### src/rtl/counter_cmd_pkg.sv
// Shared opcode values and FSM state type for the counter command sequencer.
package counter_cmd_pkg;

  localparam logic [2:0] OP_NOP  = 3'd0;
  localparam logic [2:0] OP_LOAD = 3'd1;
  localparam logic [2:0] OP_INC  = 3'd2;
  localparam logic [2:0] OP_DEC  = 3'd3;
  localparam logic [2:0] OP_SHL  = 3'd4;
  localparam logic [2:0] OP_SHR  = 3'd5;

  typedef enum logic {IDLE, RUN} state_t;

  function automatic logic is_strobe_op(input logic [2:0] op);
    return (op >= OP_LOAD) && (op <= OP_SHR);
  endfunction

endpackage

### src/rtl/counter_cmd_slot.sv
// One-entry holding register for a command accepted while the sequencer is busy.
module counter_cmd_slot #(
  parameter int DW = 4,
  parameter int CW = 4
) (
  input  logic          clk,
  input  logic          rst,
  input  logic          wr,
  input  logic          rd,
  input  logic [2:0]    op_in,
  input  logic [DW-1:0] d_in,
  input  logic [CW-1:0] n_in,
  output logic          vld,
  output logic [2:0]    op,
  output logic [DW-1:0] d,
  output logic [CW-1:0] n
);

  always_ff @(posedge clk or posedge rst) begin
    if (rst)     vld <= 1'b0;
    else if (wr) vld <= 1'b1;
    else if (rd) vld <= 1'b0;
  end

  // Payload is only meaningful while vld is set, so it carries no reset.
  always_ff @(posedge clk) begin
    if (wr) begin
      op <= op_in;
      d  <= d_in;
      n  <= n_in;
    end
  end

endmodule

### src/rtl/counter_cmd_seq.sv
// Command sequencer driving the load/inc/dec/shift counter strobes.
// Optional one-entry command queue: define COUNTER_CMD_SEQ_QUEUE_EN.
module counter_cmd_seq
  import counter_cmd_pkg::*;
#(
  parameter int DW = 4,
  parameter int CW = 4
) (
  input  logic          C,
  input  logic          R,
  input  logic          CMD_VALID,
  output logic          CMD_READY,
  input  logic [2:0]    CMD_OP,
  input  logic [DW-1:0] CMD_D,
  input  logic [CW-1:0] CMD_N,
  output logic [DW-1:0] D,
  output logic          L,
  output logic          INC,
  output logic          DEC,
  output logic          SHL,
  output logic          SHR,
  output logic          BUSY,
  output logic          DONE,
  output logic          ERR
);

  state_t        state;
  logic [2:0]    op;
  logic [DW-1:0] s;
  logic [CW-1:0] rem;
  logic [4:0]    strb;
  logic          hs, last, take;
  logic          slot_vld;
  logic [2:0]    slot_op;
  logic [DW-1:0] slot_d;
  logic [CW-1:0] slot_n;
  logic          nxt_vld;
  logic [2:0]    nxt_op;
  logic [DW-1:0] nxt_d;
  logic [CW-1:0] nxt_n;

  // Value presented on D for the current strobe, taken from the pattern register.
  function automatic logic [DW-1:0] emit(input logic [2:0] o, input logic [DW-1:0] p);
    case (o)
      OP_LOAD: return p;
      OP_SHL:  return {{(DW-1){1'b0}}, p[DW-1]};
      OP_SHR:  return {p[0], {(DW-1){1'b0}}};
      default: return '0;
    endcase
  endfunction

  function automatic logic [DW-1:0] advance(input logic [2:0] o, input logic [DW-1:0] p);
    case (o)
      OP_SHL:  return p << 1;
      OP_SHR:  return p >> 1;
      default: return p;
    endcase
  endfunction

  function automatic logic [4:0] strobe_of(input logic [2:0] o);
    case (o)
      OP_LOAD: return 5'b00001;
      OP_INC:  return 5'b00010;
      OP_DEC:  return 5'b00100;
      OP_SHL:  return 5'b01000;
      OP_SHR:  return 5'b10000;
      default: return 5'b00000;
    endcase
  endfunction

  assign hs   = CMD_VALID & CMD_READY;
  assign last = (state == RUN) && (rem == '0);
  assign take = (state == IDLE) || last;

`ifdef COUNTER_CMD_SEQ_QUEUE_EN
  // A command arriving on the final strobe bypasses the slot and starts directly.
  logic slot_wr, slot_rd;
  assign slot_wr   = hs & (state == RUN) & ~last;
  assign slot_rd   = last & slot_vld;
  assign CMD_READY = ~R & ((state == IDLE) | ~slot_vld);

  counter_cmd_slot #(.DW(DW), .CW(CW)) u_slot (
    .clk   (C),
    .rst   (R),
    .wr    (slot_wr),
    .rd    (slot_rd),
    .op_in (CMD_OP),
    .d_in  (CMD_D),
    .n_in  (CMD_N),
    .vld   (slot_vld),
    .op    (slot_op),
    .d     (slot_d),
    .n     (slot_n)
  );
`else
  assign slot_vld  = 1'b0;
  assign slot_op   = OP_NOP;
  assign slot_d    = '0;
  assign slot_n    = '0;
  assign CMD_READY = ~R & (state == IDLE);
`endif

  assign nxt_vld = slot_vld | hs;
  assign nxt_op  = slot_vld ? slot_op : CMD_OP;
  assign nxt_d   = slot_vld ? slot_d  : CMD_D;
  assign nxt_n   = slot_vld ? slot_n  : CMD_N;

  // rem counts strobes still to come after the one currently on the outputs.
  always_ff @(posedge C or posedge R) begin
    if (R) begin
      state <= IDLE;
      op    <= OP_NOP;
      s     <= '0;
      rem   <= '0;
      strb  <= '0;
      D     <= '0;
      DONE  <= 1'b0;
      ERR   <= 1'b0;
    end else if (take) begin
      state <= IDLE;
      strb  <= '0;
      D     <= '0;
      DONE  <= 1'b0;
      ERR   <= 1'b0;
      if (nxt_vld && is_strobe_op(nxt_op)) begin
        state <= RUN;
        op    <= nxt_op;
        s     <= advance(nxt_op, nxt_d);
        D     <= emit(nxt_op, nxt_d);
        rem   <= nxt_n;
        strb  <= strobe_of(nxt_op);
        DONE  <= (nxt_n == '0);
      end else if (nxt_vld && (nxt_op > OP_SHR)) begin
        ERR   <= 1'b1;
      end
    end else begin
      rem  <= rem - 1'b1;
      s    <= advance(op, s);
      D    <= emit(op, s);
      DONE <= (rem == CW'(1));
      ERR  <= 1'b0;
    end
  end

  assign {SHR, SHL, DEC, INC, L} = strb;
  assign BUSY = (state == RUN);

endmodule

### config.mk
export PLATFORM = sky130hd
export DESIGN_NAME = counter_cmd_seq
export DESIGN_NICKNAME = d
export VERILOG_FILES = /design/src/rtl/counter_cmd_pkg.sv /design/src/rtl/counter_cmd_slot.sv /design/src/rtl/counter_cmd_seq.sv
export SDC_FILE = /design/constraint.sdc
export NUM_CORES = 1
export LEC_CHECK = 0
export BUFFER_PORTS_ARGS = -buffer_cell sky130_fd_sc_hd__buf_2
export CORE_MARGIN = 5
export CORE_UTILIZATION = 48
export CTS_CLUSTER_DIAMETER = 200
export CTS_CLUSTER_SIZE = 16
export DETAILED_ROUTE_END_ITERATION = 7
export PLACE_DENSITY = 0.73
export SYNTH_ARGS = -nofsm -noshare
export SYNTH_HDL_FRONTEND = slang
export SYNTH_SLANG_ARGS = --single-unit
### constraint.sdc
create_clock -name C -period 1.7 [get_ports C]
set_input_delay 0.51 -clock C [delete_from_list [all_inputs] [get_ports C]]
set_output_delay 0.51 -clock C [all_outputs]
set_load 0.005 [all_outputs]
Word-level counts from Yosys, hierarchy flattened
Cells that the tools add are included.
{ "classes": {"reduce_logical": 10, "bitwise_logic": 4, "muxes": 18, "n_eq_ne": 10, "order_cmp": 3, "n_addsub": 1} }
{ "op_table": {"columns": ["cell", "count"], "rows": [
  ["case mux 5 bit (5 select lines)", 1],
  ["2-to-1 mux 4 bit", 6],
  ["case mux 4 bit (3 select lines)", 2],
  ["case mux 4 bit (2 select lines)", 2],
  ["equality test 3 bit (second input constant)", 4],
  ["logical NOT 4 bit", 2],
  ["equality test 3 x 1 -> 1 bit (second input constant)", 2],
  ["equality test 3 x 2 -> 1 bit (second input constant)", 2],
  ["2-to-1 mux 1 bit", 6],
  ["2-to-1 mux 5 bit", 1],
  ["equality test 4 x 1 -> 1 bit (second input constant)", 1],
  ["logical AND 1 bit", 4],
  ["AND reduction 2 bit", 2],
  ["subtractor 4 x 1 -> 4 bit (second input constant)", 1],
  [">= comparator 3 x 1 -> 1 bit (second input constant)", 1],
  ["> comparator 3 bit (second input constant)", 1],
  ["<= comparator 3 bit (second input constant)", 1],
  ["nonzero test 3 bit", 1],
  ["bitwise AND 1 bit", 2],
  ["!= test 2 x 1 -> 1 bit (second input constant)", 1],
  ["inverter 1 bit", 2],
  ["logical OR 1 bit", 1]
]} }
{ "totals": {"in_bits": 14, "word_cells": 54, "output_inout_bits": 13, "reg_bits": 23} }

Depth between registers and ports, before layout
Gate-level depths: netlist of run 1.
{ "depth": {"depth_word": 7, "mapped_depth": 6, "depth_no_buf": 6} }

Worst setup path after synthesis of run 1
Ideal clock, no wire load.
{ "synth_path": {"path_type": "input to register", "startpoint": "input R", "endpoint": "register s[0]", "t_required_ns": 1.577, "path_slack_ns": -0.182, "t_arrival_ns": 1.759, "cell_stages": 5, "path_buffers": 2, "setup_ns": 0.123, "cell_sequence": "or3b_1 > clkbuf_2 > or3b_4 > buf_6 > o221a_1"} }
{ "synth_between": {"elab_chain_len": 6} }
{ "synth_rtl": {"columns": ["element", "line_no", "source"], "rows": [
  ["start: declaration", "counter_cmd_seq.sv:10", "input logic R,"],
  ["inverter 1 bit", "counter_cmd_seq.sv:100", "assign CMD_READY = ~R & (state == IDLE);"],
  ["bitwise AND 1 bit", "counter_cmd_seq.sv:100", null],
  ["bitwise AND 1 bit", "counter_cmd_seq.sv:71", "assign hs = CMD_VALID & CMD_READY;"],
  ["logical AND 1 bit", "counter_cmd_seq.sv:125", "if (nxt_vld && is_strobe_op(nxt_op)) begin"],
  ["!= test 2 x 1 -> 1 bit (no source line)", null, null],
  ["AND reduction 2 bit (no source line)", null, null],
  ["end signal: assignment", "counter_cmd_seq.sv:128", "s <= advance(nxt_op, nxt_d);"],
  ["end signal: assignment", "counter_cmd_seq.sv:138", "s <= advance(op, s);"],
  ["end: declaration", "counter_cmd_seq.sv:29", "logic [DW-1:0] s;"]
]} }
Every way passes these cells.
A chain may end at the register's enable or synchronous reset.

Worst setup path in the final report of run 1
{ "layout_path": {"startpoint": "register state (netlist: BUSY)", "endpoint": "register s[3]"} }
{ "layout_between": {"elab_chain_len": 6, "word_cells_on_any_way": 10, "classes_between": "1 x eq/ne; 1 x mux; 3 x bitwise; 5 x reduce/logical"} }
{ "layout_rtl": {"columns": ["element", "line_no", "source"], "rows": [
  ["start: declaration", "counter_cmd_seq.sv:27", "state_t state;"],
  ["start signal: assignment", "counter_cmd_seq.sv:111", "state <= IDLE;"],
  ["start signal: assignment", "counter_cmd_seq.sv:120", "state <= IDLE;"],
  ["start signal: assignment", "counter_cmd_seq.sv:126", "state <= RUN;"],
  ["inverter 1 bit", "counter_cmd_seq.sv:73, counter_cmd_seq.sv:100", null],
  ["bitwise AND 1 bit", "counter_cmd_seq.sv:100", null],
  ["bitwise AND 1 bit", "counter_cmd_seq.sv:71", null],
  ["logical AND 1 bit", "counter_cmd_seq.sv:125", null],
  ["!= test 2 x 1 -> 1 bit (no source line)", null, null],
  ["AND reduction 2 bit (no source line)", null, null]
]} }
Several ways; a longest one is shown, not always the timed one.

==> results of run 1 <==
## area by class of cell
type	count	area, sq um	share of cell area (%)
flip-flops and latches	23	576	35.6
multi-input cells	90	683	42.3
inverters	5	18.8	1.16
repair buffers	45	273	16.9
clock buffers	3	22.5	1.39
well taps	30	37.5	2.32
clock inverters	1	5.00	0.310
## flip-flops by register name, summed over array words and instances, names as in the netlist
register  count
DONE          1
strb          5
BUSY          1
ERR           1
D             4
rem           4
op            3
s             4
## through the flow
stage	cells	setup TNS [ns]	setup WS, ns	util, %	power [mW]
2_1_floorplan	122	-1.34	-0.182	-	1.48
3_3_place_gp	192	-1.72	-0.178	62.0	1.84
3_5_place_dp	192	-2.50	-0.252	62.0	1.91
4_1_cts	197	-0.0859	-0.0325	64.3	2.20
5_1_grt	197	-0.514	-0.0694	65.2	2.44
6_report	197	-0.128	-0.0378	65.2	2.26
## what timing repair did
action	in CTS	in global routing
pin swaps	2	2
endpoints found under the setup margin	10	15
gates cloned	1	0
gates resized for setup	5	4
setup buffers	0	0
## logic make-up after synthesis
family                     after synthesis
AOI/OAI and AO/OA                       28
and+or+nand+nor                         47
DFF                                     23
muxes                                   12
buffers and inverters                   10
adders and majority gates                2
## worst max-delay path, cell delays in order, from the launching register on
cell                      delay [ns]
sky130_fd_sc_hd__dfrtp_1        0.41
sky130_fd_sc_hd__or3b_4         0.42
sky130_fd_sc_hd__or3b_2         0.54
sky130_fd_sc_hd__o221a_2        0.25
## per-layer routing
layer	GRT usage [%]	wire (um)	part of all wire, %
met4	6.50	38	1.2
met5	0	0	0
met2	32.2	1620	50
met1	26.7	1380	42
met3	3.35	223	6.8
## worst paths after layout
kind                           from  endpoint  cells after the start
max                            BUSY      s[3]                      3
min                               R    rem[1]                      4
max reg2reg                    BUSY      s[3]                      3
min reg2reg                 strb[0]   strb[0]                      1
max in group asynchronous         R      D[2]                      4
min in group C             CMD_N[2]    rem[2]                      3
## placed cells by master (no fill, tap or decap), types with 3 or more instances in the layout
cell,instances
sky130_fd_sc_hd__a21oi_1,5
sky130_fd_sc_hd__a22o_1,5
sky130_fd_sc_hd__buf_2,26
sky130_fd_sc_hd__buf_4,19
sky130_fd_sc_hd__clkbuf_4,3
sky130_fd_sc_hd__dfrtp_1,23
sky130_fd_sc_hd__inv_1,5
sky130_fd_sc_hd__mux2_2,3
sky130_fd_sc_hd__mux2i_1,9
sky130_fd_sc_hd__nand2_1,14
sky130_fd_sc_hd__nand2b_1,3
sky130_fd_sc_hd__nor2_1,8
sky130_fd_sc_hd__o21ai_0,7
## power by group through the flow
stage               logic, mW  registers (mW)  clock network [mW]
global placement        0.944           0.893                   0
floorplan               0.626           0.857                   0
finish                   1.07           0.930               0.258
global route             1.19           0.962               0.283
detailed placement      0.991           0.915                   0
CTS                      1.02           0.910               0.263
==> flow_summary.html, run 1 <==
<table>
<tr><th>Metric</th><th>Value</th></tr>
<tr><th colspan="2">Clocking</th></tr>
<tr><td>Clock buffer count from CTS</td><td>3</td></tr>
<tr><td>H-Tree Level Count</td><td>1</td></tr>
<tr><td>Clock insertion delay at the later pin of the skew report</td><td>about 0.31 ns</td></tr>
<tr><td>Clock tree from TritonCTS</td><td>done</td></tr>
<tr><td>Num Clock Sinks</td><td>23</td></tr>
<tr><td>CTS hold repair buffers</td><td>0</td></tr>
<tr><td>Buffer depth of the longest clock path</td><td>2</td></tr>
<tr><td>Clock transition at the registers of the reported paths</td><td>roughly 0.14 ns</td></tr>
<tr><td>Root buf cell</td><td>sky130_fd_sc_hd__clkbuf_4</td></tr>
<tr><th colspan="2">Floorplan</th></tr>
<tr><td>Height of the die</td><td>61.1 um</td></tr>
<tr><td>Initial Utilization</td><td>about half</td></tr>
<tr><td>Total I/O pin count</td><td>27</td></tr>
<tr><td>Row count</td><td>18</td></tr>
<tr><td>Die Area</td><td>between 3000 and 4000 sq um</td></tr>
<tr><td>Core Footprint</td><td>2480 sq um</td></tr>
<tr><td>Die Span X</td><td>61.1 um</td></tr>
<tr><th colspan="2">Timing</th></tr>
<tr><td>Slew Limit Headroom</td><td>~70%</td></tr>
<tr><td>Number of failing hold endpoints at the final stage</td><td>0</td></tr>
<tr><td>Fmax</td><td>0.575 GHz</td></tr>
<tr><td>Minimum period implied by the final worst setup slack</td><td>between 1.5 and 2 ns</td></tr>
<tr><td>Fin worst setup slack</td><td>-0.0378 ns</td></tr>
<tr><td>Final hold slack</td><td>between 0.3 and 0.4 ns</td></tr>
<tr><td>RSZ-0062 raised after global routing</td><td>yes</td></tr>
<tr><td>Period Utilization, post-route</td><td>102%</td></tr>
<tr><td>Clk_skew</td><td>0.0106 ns</td></tr>
<tr><td>Slew of the pin with the lowest slew margin</td><td>between 0.4 and 0.5 ns</td></tr>
<tr><td>Final setup violation count</td><td>6</td></tr>
<tr><td>Number of slew-limit violations in the final report</td><td>0</td></tr>
<tr><th colspan="2">Detailed routing</th></tr>
<tr><td>DRC violations left</td><td>0</td></tr>
<tr><td>Average via count per standard cell</td><td>between 5 and 6</td></tr>
<tr><td>Vias after detailed routing</td><td>1126</td></tr>
<tr><td>Iteration count of the initial detailed-routing pass</td><td>4</td></tr>
<tr><td>Remaining number of nets flagged by the antenna check after routing</td><td>0</td></tr>
<tr><td>Routed WL</td><td>around 3300 um</td></tr>
<tr><td>Average wire per standard cell</td><td>16.6 um</td></tr>
<tr><td>Number of DRC violations after detailed-routing iteration 0</td><td>38</td></tr>
<tr><th colspan="2">Logic synthesis</th></tr>
<tr><td>Synthesized-area fraction occupied by ao, oa, aoi and oai cells</td><td>between 10% and 20%</td></tr>
<tr><td>Synthesized netlist net count</td><td>138</td></tr>
<tr><td>Area fraction in and, or, nand and nor cells after synthesis</td><td>between 20% and 30%</td></tr>
<tr><td>Post-Synthesis Cell Area</td><td>1250 sq um</td></tr>
<tr><td>Commonest cells post-synth</td><td>sky130_fd_sc_hd__dfrtp_1, sky130_fd_sc_hd__nand2_1, sky130_fd_sc_hd__mux2i_1, sky130_fd_sc_hd__nor2_1, sky130_fd_sc_hd__o21ai_0</td></tr>
<tr><td>Number of library cell types mapped by synthesis</td><td>37</td></tr>
<tr><td>Flop and latch count out of synthesis</td><td>23</td></tr>
<tr><td>Main area contributors after synthesis</td><td>sky130_fd_sc_hd__dfrtp_1, sky130_fd_sc_hd__mux2i_1, sky130_fd_sc_hd__nand2_1</td></tr>
<tr><td>Fraction of registers with async set/reset</td><td>100%</td></tr>
<tr><td>Yosys warns</td><td>0</td></tr>
<tr><td>Adder-cell share of the synthesized area</td><td>~2.0%</td></tr>
<tr><td>Share of the yosys chip area belonging to registers</td><td>between 40% and 50%</td></tr>
<tr><td>XOR/XNOR share of the synthesized area</td><td>0%</td></tr>
<tr><td>Number of cells produced by synthesis</td><td>approximately 120</td></tr>
<tr><td>Dominant cell type by area after synthesis</td><td>sky130_fd_sc_hd__dfrtp_1</td></tr>
<tr><td>Multiplexer fraction of the synthesized cell area</td><td>about a tenth</td></tr>
<tr><td>Avg Synthesized Cell Area</td><td>roughly 10 sq um</td></tr>
<tr><td>Prevailing post-synth register cell</td><td>sky130_fd_sc_hd__dfrtp_1</td></tr>
<tr><td>Proportion of netlist area held by the largest area contributor</td><td>46.0%</td></tr>
<tr><td>Combinational family with the most area after synthesis</td><td>simple AND/OR/NAND/NOR gates</td></tr>
<tr><td>Count of flip-flops with a built-in enable after synthesis</td><td>0</td></tr>
<tr><td>Cell with the most instances after synthesis</td><td>sky130_fd_sc_hd__dfrtp_1</td></tr>
<tr><th colspan="2">Status</th></tr>
<tr><td>Outcome</td><td>complete, but fails checks</td></tr>
<tr><td>Failing checks</td><td>setup timing</td></tr>
<tr><th colspan="2">GRT</th></tr>
<tr><td>Largest net degree at the start of global routing</td><td>24</td></tr>
<tr><td>Global Route Usage Sum</td><td>19.7%</td></tr>
<tr><td>Residual overflow from global routing</td><td>0</td></tr>
<tr><td>Global-route wire length before repair</td><td>5430 um</td></tr>
<tr><td>Vias in the first global route</td><td>~1200</td></tr>
<tr><td>Number of antenna violations at the first check in global routing</td><td>0</td></tr>
<tr><th colspan="2">Critical path</th></tr>
<tr><td>Worst EP arrival</td><td>a little under 2 ns</td></tr>
<tr><td>Worst-path maximum fanout</td><td>5</td></tr>
<tr><td>Required time worst endpoint</td><td>approximately 1.9 ns</td></tr>
<tr><td>Setup Crit Path Kind</td><td>flop to flop</td></tr>
<tr><td>Slack of the worst reg-to-reg path</td><td>-0.04 ns</td></tr>
<tr><td>Element type at the critical path start</td><td>flop</td></tr>
<tr><td>Crit end category</td><td>flop</td></tr>
<tr><th colspan="2">Finish</th></tr>
<tr><td>Filler Cells Inserted</td><td>about 210</td></tr>
<tr><td>Share of layout cells above drive strength 1</td><td>between 30% and 40%</td></tr>
<tr><td>Post-route standard cell area excluding fillers</td><td>approximately 1600 sq um</td></tr>
<tr><td>Net count, final</td><td>184</td></tr>
<tr><td>Area delta synth-&gt;final</td><td>29.0%</td></tr>
<tr><td>Total inserted antenna cells</td><td>0</td></tr>
<tr><th colspan="2">Place</th></tr>
<tr><td>Dpl hpwl</td><td>between 2000 and 2500 um</td></tr>
<tr><td>Quantity of I/O buffers inserted on ports</td><td>26</td></tr>
<tr><td>Final GP Congestion</td><td>around 0.8</td></tr>
<tr><td>Placement-stage cell area</td><td>roughly 1500 sq um</td></tr>
<tr><th colspan="2">Power and ir drop</th></tr>
<tr><td>Cell internal power dissipation</td><td>between 1 and 1.5 mW</td></tr>
<tr><td>Cell leakage power</td><td>0.819 nW</td></tr>
<tr><td>Clk pwr share</td><td>between 10% and 20%</td></tr>
<tr><td>Switching fraction of total power</td><td>a little under two fifths</td></tr>
<tr><td>Net switching component of the power</td><td>~0.87 mW</td></tr>
<tr><td>Part of the power in combinational logic</td><td>between 40% and 50%</td></tr>
<tr><td>Max VDD drop</td><td>879 uV</td></tr>
<tr><td>Flop pwr share</td><td>between 40% and 50%</td></tr>
<tr><td>P per Cell Area</td><td>between 1000 and 1500 nW/um^2</td></tr>
<tr><th colspan="2">Worst hold path</th></tr>
<tr><td>Worst Hold Class</td><td>primary input to async pin</td></tr>
<tr><th colspan="2">Flow run</th></tr>
<tr><td>Max-Cap Viols</td><td>0</td></tr>
</table>
(Power assumes the default switching activity.)
==> run 2, diff against run 1 <==
Settings changed: PLACE_DENSITY 0.73 to not set, PLACE_DENSITY_LB_ADDON set to 0.3.
==> flow_summary.html, run 2 (synthesis results as in run 1) <==
<table>
<tr><th>Metric</th><th>Value</th></tr>
<tr><th colspan="2">Floorplan</th></tr>
<tr><td>Total I/O pin count</td><td>27</td></tr>
<tr><td>Die Area</td><td>3730 sq um</td></tr>
<tr><td>Core Footprint</td><td>2480 sq um</td></tr>
<tr><td>Die Span X</td><td>61.1 um</td></tr>
<tr><td>Row count</td><td>18</td></tr>
<tr><td>Initial Utilization</td><td>about half</td></tr>
<tr><td>Height of the die</td><td>between 60 and 70 um</td></tr>
<tr><th colspan="2">Critical path</th></tr>
<tr><td>Worst EP arrival</td><td>1.97 ns</td></tr>
<tr><td>Series of cell instances along the critical path</td><td>or3b_4 &gt; or3b_4 &gt; nor3b_4 &gt; a22o_1</td></tr>
<tr><td>Worst stage delay on the critical path</td><td>between 0.4 and 0.5 ns</td></tr>
<tr><td>Element type at the critical path start</td><td>flop</td></tr>
<tr><td>Critical path buffers and inverters</td><td>0</td></tr>
<tr><td>Required time worst endpoint</td><td>1.96 ns</td></tr>
<tr><td>Worst-path maximum fanout</td><td>6</td></tr>
<tr><td>Cell seen most often among critical-path stages</td><td>sky130_fd_sc_hd__or3b_4</td></tr>
<tr><td>Setup Crit Path Kind</td><td>flop to flop</td></tr>
<tr><td>Crit end category</td><td>flop</td></tr>
<tr><td>Max stage delay cell, worst path</td><td>sky130_fd_sc_hd__or3b_4</td></tr>
<tr><td>Largest delay share family, worst path</td><td>simple AND/OR/NAND/NOR gates</td></tr>
<tr><th colspan="2">Timing</th></tr>
<tr><td>Fin worst setup slack</td><td>-0.00342 ns</td></tr>
<tr><td>Period Utilization, post-route</td><td>100%</td></tr>
<tr><td>Slew Limit Headroom</td><td>between 70% and 80%</td></tr>
<tr><td>Number of failing hold endpoints at the final stage</td><td>0</td></tr>
<tr><td>Minimum period implied by the final worst setup slack</td><td>approximately 1.7 ns</td></tr>
<tr><td>RSZ-0062 raised after global routing</td><td>yes</td></tr>
<tr><td>Slew of the pin with the lowest slew margin</td><td>between 0.4 and 0.5 ns</td></tr>
<tr><td>Clk_skew</td><td>about 0.0046 ns</td></tr>
<tr><td>Number of slew-limit violations in the final report</td><td>0</td></tr>
<tr><td>Fmax</td><td>~0.59 GHz</td></tr>
<tr><td>Final setup violation count</td><td>1</td></tr>
<tr><th colspan="2">Finish</th></tr>
<tr><td>Most common library cell in the layout ignoring fill and taps</td><td>sky130_fd_sc_hd__buf_2</td></tr>
<tr><td>Area of the multi-input gates</td><td>approximately 700 sq um</td></tr>
<tr><td>Share of layout cells above drive strength 1</td><td>approximately two fifths</td></tr>
<tr><td>Flip-flop count of the largest register, all copies and words added</td><td>5</td></tr>
<tr><td>Net count, final</td><td>between 150 and 200</td></tr>
<tr><td>Area delta synth-&gt;final</td><td>31.9%</td></tr>
<tr><td>Most used cells in the layout excluding fill and tap cells</td><td>sky130_fd_sc_hd__buf_2, sky130_fd_sc_hd__dfrtp_1, sky130_fd_sc_hd__buf_4</td></tr>
<tr><td>Non-filler cells in the finished layout</td><td>201</td></tr>
<tr><td>Total inserted antenna cells</td><td>0</td></tr>
<tr><td>Final core area utilization</td><td>66.7%</td></tr>
<tr><td>Register with the most flip-flops</td><td>strb</td></tr>
<tr><td>Filler Cells Inserted</td><td>roughly 200</td></tr>
<tr><td>Sequential cell area</td><td>around 580 sq um</td></tr>
<tr><th colspan="2">Power and ir drop</th></tr>
<tr><td>Cell leakage power</td><td>around 0.84 nW</td></tr>
<tr><td>Max VDD drop</td><td>roughly 950 uV</td></tr>
<tr><td>P per Cell Area</td><td>roughly 1400 nW/um^2</td></tr>
<tr><th colspan="2">Place</th></tr>
<tr><td>Total instance count after detailed placement</td><td>between 150 and 200</td></tr>
<tr><td>Post-Place Setup Slack</td><td>-0.186 ns</td></tr>
<tr><td>Quantity of I/O buffers inserted on ports</td><td>26</td></tr>
<tr><td>Final GP Congestion</td><td>just over 0.8</td></tr>
<tr><td>Dpl hpwl</td><td>~2300 um</td></tr>
<tr><th colspan="2">Detailed routing</th></tr>
<tr><td>Average via count per standard cell</td><td>5.66</td></tr>
<tr><td>Number of DRC violations after detailed-routing iteration 0</td><td>30</td></tr>
<tr><td>Vias after detailed routing</td><td>between 1000 and 1500</td></tr>
<tr><td>Routed WL</td><td>3200 um</td></tr>
<tr><td>Iteration count of the initial detailed-routing pass</td><td>4</td></tr>
<tr><td>Average wire per standard cell</td><td>15.9 um</td></tr>
<tr><td>DRC violations left</td><td>0</td></tr>
<tr><td>Remaining number of nets flagged by the antenna check after routing</td><td>0</td></tr>
<tr><th colspan="2">GRT</th></tr>
<tr><td>Global-route wire length before repair</td><td>4940 um</td></tr>
<tr><td>Largest net degree at the start of global routing</td><td>24</td></tr>
<tr><td>Number of antenna violations at the first check in global routing</td><td>0</td></tr>
<tr><td>Residual overflow from global routing</td><td>0</td></tr>
<tr><td>Vias in the first global route</td><td>~1100</td></tr>
<tr><td>Global Route Usage Sum</td><td>18.2%</td></tr>
<tr><th colspan="2">Clocking</th></tr>
<tr><td>Clock tree from TritonCTS</td><td>done</td></tr>
<tr><td>H-Tree Level Count</td><td>1</td></tr>
<tr><td>Clock buffer count from CTS</td><td>3</td></tr>
<tr><td>Clock insertion delay at the later pin of the skew report</td><td>~0.31 ns</td></tr>
<tr><td>Buffer depth of the longest clock path</td><td>2</td></tr>
<tr><td>Clock transition at the registers of the reported paths</td><td>roughly 0.13 ns</td></tr>
<tr><td>Num Clock Sinks</td><td>23</td></tr>
<tr><td>CTS hold repair buffers</td><td>0</td></tr>
<tr><td>Root buf cell</td><td>sky130_fd_sc_hd__clkbuf_4</td></tr>
<tr><th colspan="2">Status</th></tr>
<tr><td>Failing checks</td><td>setup timing</td></tr>
<tr><td>Outcome</td><td>complete, but fails checks</td></tr>
<tr><th colspan="2">Worst hold path</th></tr>
<tr><td>Worst Hold Class</td><td>primary input to async pin</td></tr>
<tr><th colspan="2">Flow run</th></tr>
<tr><td>Max-Cap Viols</td><td>0</td></tr>
</table>
## run 2: cell types whose count changed in the layout (fill, tap and decap cells not counted)
cell,before,now
sky130_fd_sc_hd__buf_4,19,23
sky130_fd_sc_hd__ha_1,2,1
sky130_fd_sc_hd__ha_4,0,1
sky130_fd_sc_hd__inv_1,5,3
sky130_fd_sc_hd__inv_2,0,2
sky130_fd_sc_hd__nor2_1,8,9
sky130_fd_sc_hd__nor2_2,1,0
sky130_fd_sc_hd__o21ai_0,7,6
sky130_fd_sc_hd__o21ai_1,0,1
sky130_fd_sc_hd__or2b_1,0,1
sky130_fd_sc_hd__or2b_4,1,0
## run 2: worst reg2reg max path: stages, from the launching register on
cell and delay [ns]:
sky130_fd_sc_hd__dfrtp_1 0.41, sky130_fd_sc_hd__or3b_4 0.38, sky130_fd_sc_hd__or3b_4 0.46, sky130_fd_sc_hd__nor3b_4 0.25, sky130_fd_sc_hd__a22o_1 0.15
## run 2: cell type report
type                    instances  share of cell area (%)
flip-flops and latches         23                    34.8
well taps                      30                    2.27
clock buffers                   3                    1.36
inverters                       5                    1.14
multi-input cells              90                    41.7
repair buffers                 49                    18.3
clock inverters                 1                   0.303
## run 2: power by group
| part | switching [mW] | internal, mW |
|---|---|---|
| Sequential | 0.207 | 0.722 |
| Clock | 0.172 | 0.0880 |
| Combinational | 0.506 | 0.649 |
| Total | 0.885 | 1.46 |
## run 2: routing by layer
layer,track usage (%),vias to the layer above,share of wire [%]
li1,-,545,-
met3,3.14,4,4.9
met1,22.1,560,44
met5,0,-,0
met2,31.6,29,50
met4,7.74,0,0.81
## run 2: what timing repair did
item,4_1_cts,5_1_grt
setup endpoints to repair,5,11
gates cloned,0,1
buffers inserted,0,3
resized for setup,3,9
pin swaps,0,8
## run 2: final timing paths
kind / to / depth (start not counted) / slack [ns] / start
hold / removal: strb[2] / 4 / 0.35 / R
setup / recovery: strb[1] / 4 / -0.003 / BUSY
max in group asynchronous: BUSY / 4 / 1.12 / R
hold reg to reg: strb[0] / 1 / 0.49 / strb[0]
setup reg to reg: strb[1] / 4 / -0.003 / BUSY
min in group C: rem[2] / 3 / 0.43 / CMD_N[2]
## run 2: per-stage QoR
stage | power, mW | hold slack [ns] | instance area (sq um) | setup TNS [ns]
floorplan | 1.48 | 0.474 | 1250 | -1.34
global placement | 1.88 | 0.455 | 1540 | -1.65
detailed placement | 1.92 | 0.461 | 1540 | -2.06
CTS | 2.21 | 0.354 | 1580 | -0.000440
global route | 2.51 | 0.359 | 1650 | -0.172
finish | 2.34 | 0.354 | 1650 | -0.00342
==> run 3, diff against run 2 <==
Settings changed: ABC_CLOCK_PERIOD_IN_PS set to 1700, CELL_PAD_IN_SITES_DETAIL_PLACEMENT set to 0, CELL_PAD_IN_SITES_GLOBAL_PLACEMENT set to 1, CORE_UTILIZATION 48 to 37.
==> flow_summary.html, run 3 (synthesis results as in run 1) <==
<table>
<tr><th>Metric</th><th>Value</th></tr>
<tr><th colspan="2">Timing</th></tr>
<tr><td>Number of slew-limit violations in the final report</td><td>0</td></tr>
<tr><td>Final setup violation count</td><td>0</td></tr>
<tr><td>Fmax</td><td>~0.59 GHz</td></tr>
<tr><td>RSZ-0062 raised after global routing</td><td>yes</td></tr>
<tr><td>Clk_skew</td><td>about 0.017 ns</td></tr>
<tr><td>Minimum period implied by the final worst setup slack</td><td>between 1.5 and 2 ns</td></tr>
<tr><td>Slew Limit Headroom</td><td>60.8%</td></tr>
<tr><td>Period Utilization, post-route</td><td>around 100%</td></tr>
<tr><td>Number of failing hold endpoints at the final stage</td><td>0</td></tr>
<tr><td>Slew of the pin with the lowest slew margin</td><td>about 0.6 ns</td></tr>
<tr><th colspan="2">Clocking</th></tr>
<tr><td>H-Tree Level Count</td><td>1</td></tr>
<tr><td>Num Clock Sinks</td><td>23</td></tr>
<tr><td>Clock insertion delay at the later pin of the skew report</td><td>~0.32 ns</td></tr>
<tr><td>Clock tree from TritonCTS</td><td>done</td></tr>
<tr><td>Clock transition at the registers of the reported paths</td><td>0.15 ns</td></tr>
<tr><td>Clock buffer count from CTS</td><td>3</td></tr>
<tr><td>Buffer depth of the longest clock path</td><td>2</td></tr>
<tr><td>Root buf cell</td><td>sky130_fd_sc_hd__clkbuf_4</td></tr>
<tr><td>CTS hold repair buffers</td><td>0</td></tr>
<tr><th colspan="2">Critical path</th></tr>
<tr><td>Launch point of the worst reg-to-reg path</td><td>BUSY</td></tr>
<tr><td>Max stage delay cell, worst path</td><td>sky130_fd_sc_hd__or3b_4</td></tr>
<tr><td>Setup Crit Path Kind</td><td>flop to flop</td></tr>
<tr><td>Critical path buffers and inverters</td><td>1</td></tr>
<tr><td>Required time worst endpoint</td><td>between 1.5 and 2 ns</td></tr>
<tr><td>First element of the critical path</td><td>BUSY</td></tr>
<tr><td>Series of cell instances along the critical path</td><td>or3b_1 &gt; or3b_4 &gt; buf_6 &gt; o221a_2</td></tr>
<tr><td>Crit end category</td><td>flop</td></tr>
<tr><td>Element type at the critical path start</td><td>flop</td></tr>
<tr><td>Worst stage delay on the critical path</td><td>0.46 ns</td></tr>
<tr><td>Worst-path maximum fanout</td><td>6</td></tr>
<tr><td>Worst EP arrival</td><td>roughly 1.9 ns</td></tr>
<tr><td>Largest delay share family, worst path</td><td>simple AND/OR/NAND/NOR gates</td></tr>
<tr><th colspan="2">Finish</th></tr>
<tr><td>Share of layout cells above drive strength 1</td><td>39.5%</td></tr>
<tr><td>Non-filler cells in the finished layout</td><td>218</td></tr>
<tr><td>Post-route standard cell area excluding fillers</td><td>roughly 1700 sq um</td></tr>
<tr><td>Net count, final</td><td>about 190</td></tr>
<tr><td>Final core area utilization</td><td>just over 50%</td></tr>
<tr><td>Area delta synth-&gt;final</td><td>33.7%</td></tr>
<tr><td>Register with the most flip-flops</td><td>strb</td></tr>
<tr><td>Most used cells in the layout excluding fill and tap cells</td><td>sky130_fd_sc_hd__buf_2, sky130_fd_sc_hd__dfrtp_1, sky130_fd_sc_hd__buf_4</td></tr>
<tr><td>Most common library cell in the layout ignoring fill and taps</td><td>sky130_fd_sc_hd__buf_2</td></tr>
<tr><td>Flip-flop count of the largest register, all copies and words added</td><td>5</td></tr>
<tr><td>Total inserted antenna cells</td><td>0</td></tr>
<tr><td>Filler Cells Inserted</td><td>311</td></tr>
<tr><th colspan="2">Detailed routing</th></tr>
<tr><td>Iteration count of the initial detailed-routing pass</td><td>4</td></tr>
<tr><td>Average via count per standard cell</td><td>5.13</td></tr>
<tr><td>DRC violations left</td><td>0</td></tr>
<tr><td>Vias after detailed routing</td><td>approximately 1100</td></tr>
<tr><td>Routed WL</td><td>roughly 3000 um</td></tr>
<tr><td>Number of DRC violations after detailed-routing iteration 0</td><td>46</td></tr>
<tr><td>Average wire per standard cell</td><td>around 14 um</td></tr>
<tr><td>Remaining number of nets flagged by the antenna check after routing</td><td>0</td></tr>
<tr><th colspan="2">GRT</th></tr>
<tr><td>Largest net degree at the start of global routing</td><td>24</td></tr>
<tr><td>Number of antenna violations at the first check in global routing</td><td>0</td></tr>
<tr><td>Global-route wire length before repair</td><td>roughly 4700 um</td></tr>
<tr><td>Global Route Usage Sum</td><td>a little over an eighth</td></tr>
<tr><td>Residual overflow from global routing</td><td>0</td></tr>
<tr><td>Vias in the first global route</td><td>between 1000 and 1500</td></tr>
<tr><th colspan="2">Floorplan</th></tr>
<tr><td>Row count</td><td>21</td></tr>
<tr><td>Die Area</td><td>between 4000 and 5000 sq um</td></tr>
<tr><td>Core Footprint</td><td>approximately 3300 sq um</td></tr>
<tr><td>Die Span X</td><td>around 68 um</td></tr>
<tr><td>Height of the die</td><td>between 60 and 70 um</td></tr>
<tr><td>Total I/O pin count</td><td>27</td></tr>
<tr><td>Initial Utilization</td><td>between 30 and 40%</td></tr>
<tr><th colspan="2">Place</th></tr>
<tr><td>Dpl hpwl</td><td>about 2300 um</td></tr>
<tr><td>Placement-stage cell area</td><td>roughly 1600 sq um</td></tr>
<tr><td>Total instance count after detailed placement</td><td>210</td></tr>
<tr><td>Final GP Congestion</td><td>around 0.79</td></tr>
<tr><td>Quantity of I/O buffers inserted on ports</td><td>26</td></tr>
<tr><th colspan="2">Power and ir drop</th></tr>
<tr><td>Max VDD drop</td><td>446 uV</td></tr>
<tr><td>P per Cell Area</td><td>between 1000 and 1500 nW/um^2</td></tr>
<tr><td>Cell leakage power</td><td>0.842 nW</td></tr>
<tr><th colspan="2">Flow run</th></tr>
<tr><td>Max-Cap Viols</td><td>0</td></tr>
<tr><th colspan="2">Status</th></tr>
<tr><td>Outcome</td><td>finished clean</td></tr>
<tr><th colspan="2">Worst hold path</th></tr>
<tr><td>Worst Hold Class</td><td>primary input to async pin</td></tr>
</table>
## run 3: stage by stage
stage / setup TNS (ns) / worst slack, ns / power (mW) / hold slack [ns]
after global routing: -0.173 / -0.0374 / 2.44 / 0.356
after global placement: -1.88 / -0.174 / 1.91 / 0.456
after CTS: 0 / 0.00165 / 2.25 / 0.345
after detailed placement: -2.35 / -0.210 / 1.93 / 0.469
after floorplan: -1.34 / -0.182 / 1.48 / 0.474
final: 0 / 0.00325 / 2.27 / 0.337
## run 3: metal layers
| layer | GRT usage [%] | share of wire [%] | vias to the layer above |
|---|---|---|---|
| li1 | - | - | 548 |
| met1 | 18.0 | 46 | 549 |
| met2 | 22.1 | 49 | 20 |
| met3 | 2.46 | 4.6 | 2 |
| met4 | 4.47 | 0.58 | 0 |
| met5 | 0 | 0 | - |
## run 3: report_power, final
group / internal (mW) / switching, mW / total, mW
registers: 0.722 / 0.182 / 0.904
clock network: 0.0879 / 0.178 / 0.266
logic: 0.625 / 0.479 / 1.10
## run 3: final cells by class
| cell class | instances | area, sq um | area share, % |
|---|---|---|---|
| Tap cell | 46 | 57.6 | 3.44 |
| Multi-Input combinational cell | 89 | 666 | 39.8 |
| Clock inverter | 1 | 5.00 | 0.299 |
| Clock buffer | 3 | 22.5 | 1.35 |
| Inverter | 5 | 18.8 | 1.12 |
| Timing Repair Buffer | 51 | 329 | 19.7 |
| Sequential cell | 23 | 576 | 34.4 |
## run 3: final timing paths
path,slack [ns],to,cells past startpoint
setup / recovery,0.003,s[3],4
hold / removal,0.34,strb[2],4
setup reg to reg,0.003,s[3],4
hold reg to reg,0.50,strb[0],1
max in group asynchronous,1.11,DONE,4
min in group C,0.41,rem[2],3
## run 3: worst register-to-register path, delay by kind of cell, from the launching register on
kind,cells,cell delay [ns]
compound gates,1,0.22
buf+inv,1,0.16
simple gates,2,0.83
flops,1,0.40
## run 3: timing repair
item,4_1_cts,5_1_grt
resized for setup,5,8
endpoints found under the setup margin,10,10
buffers inserted,1,3
endpoints found under the hold margin,0,0
pin swaps,0,3
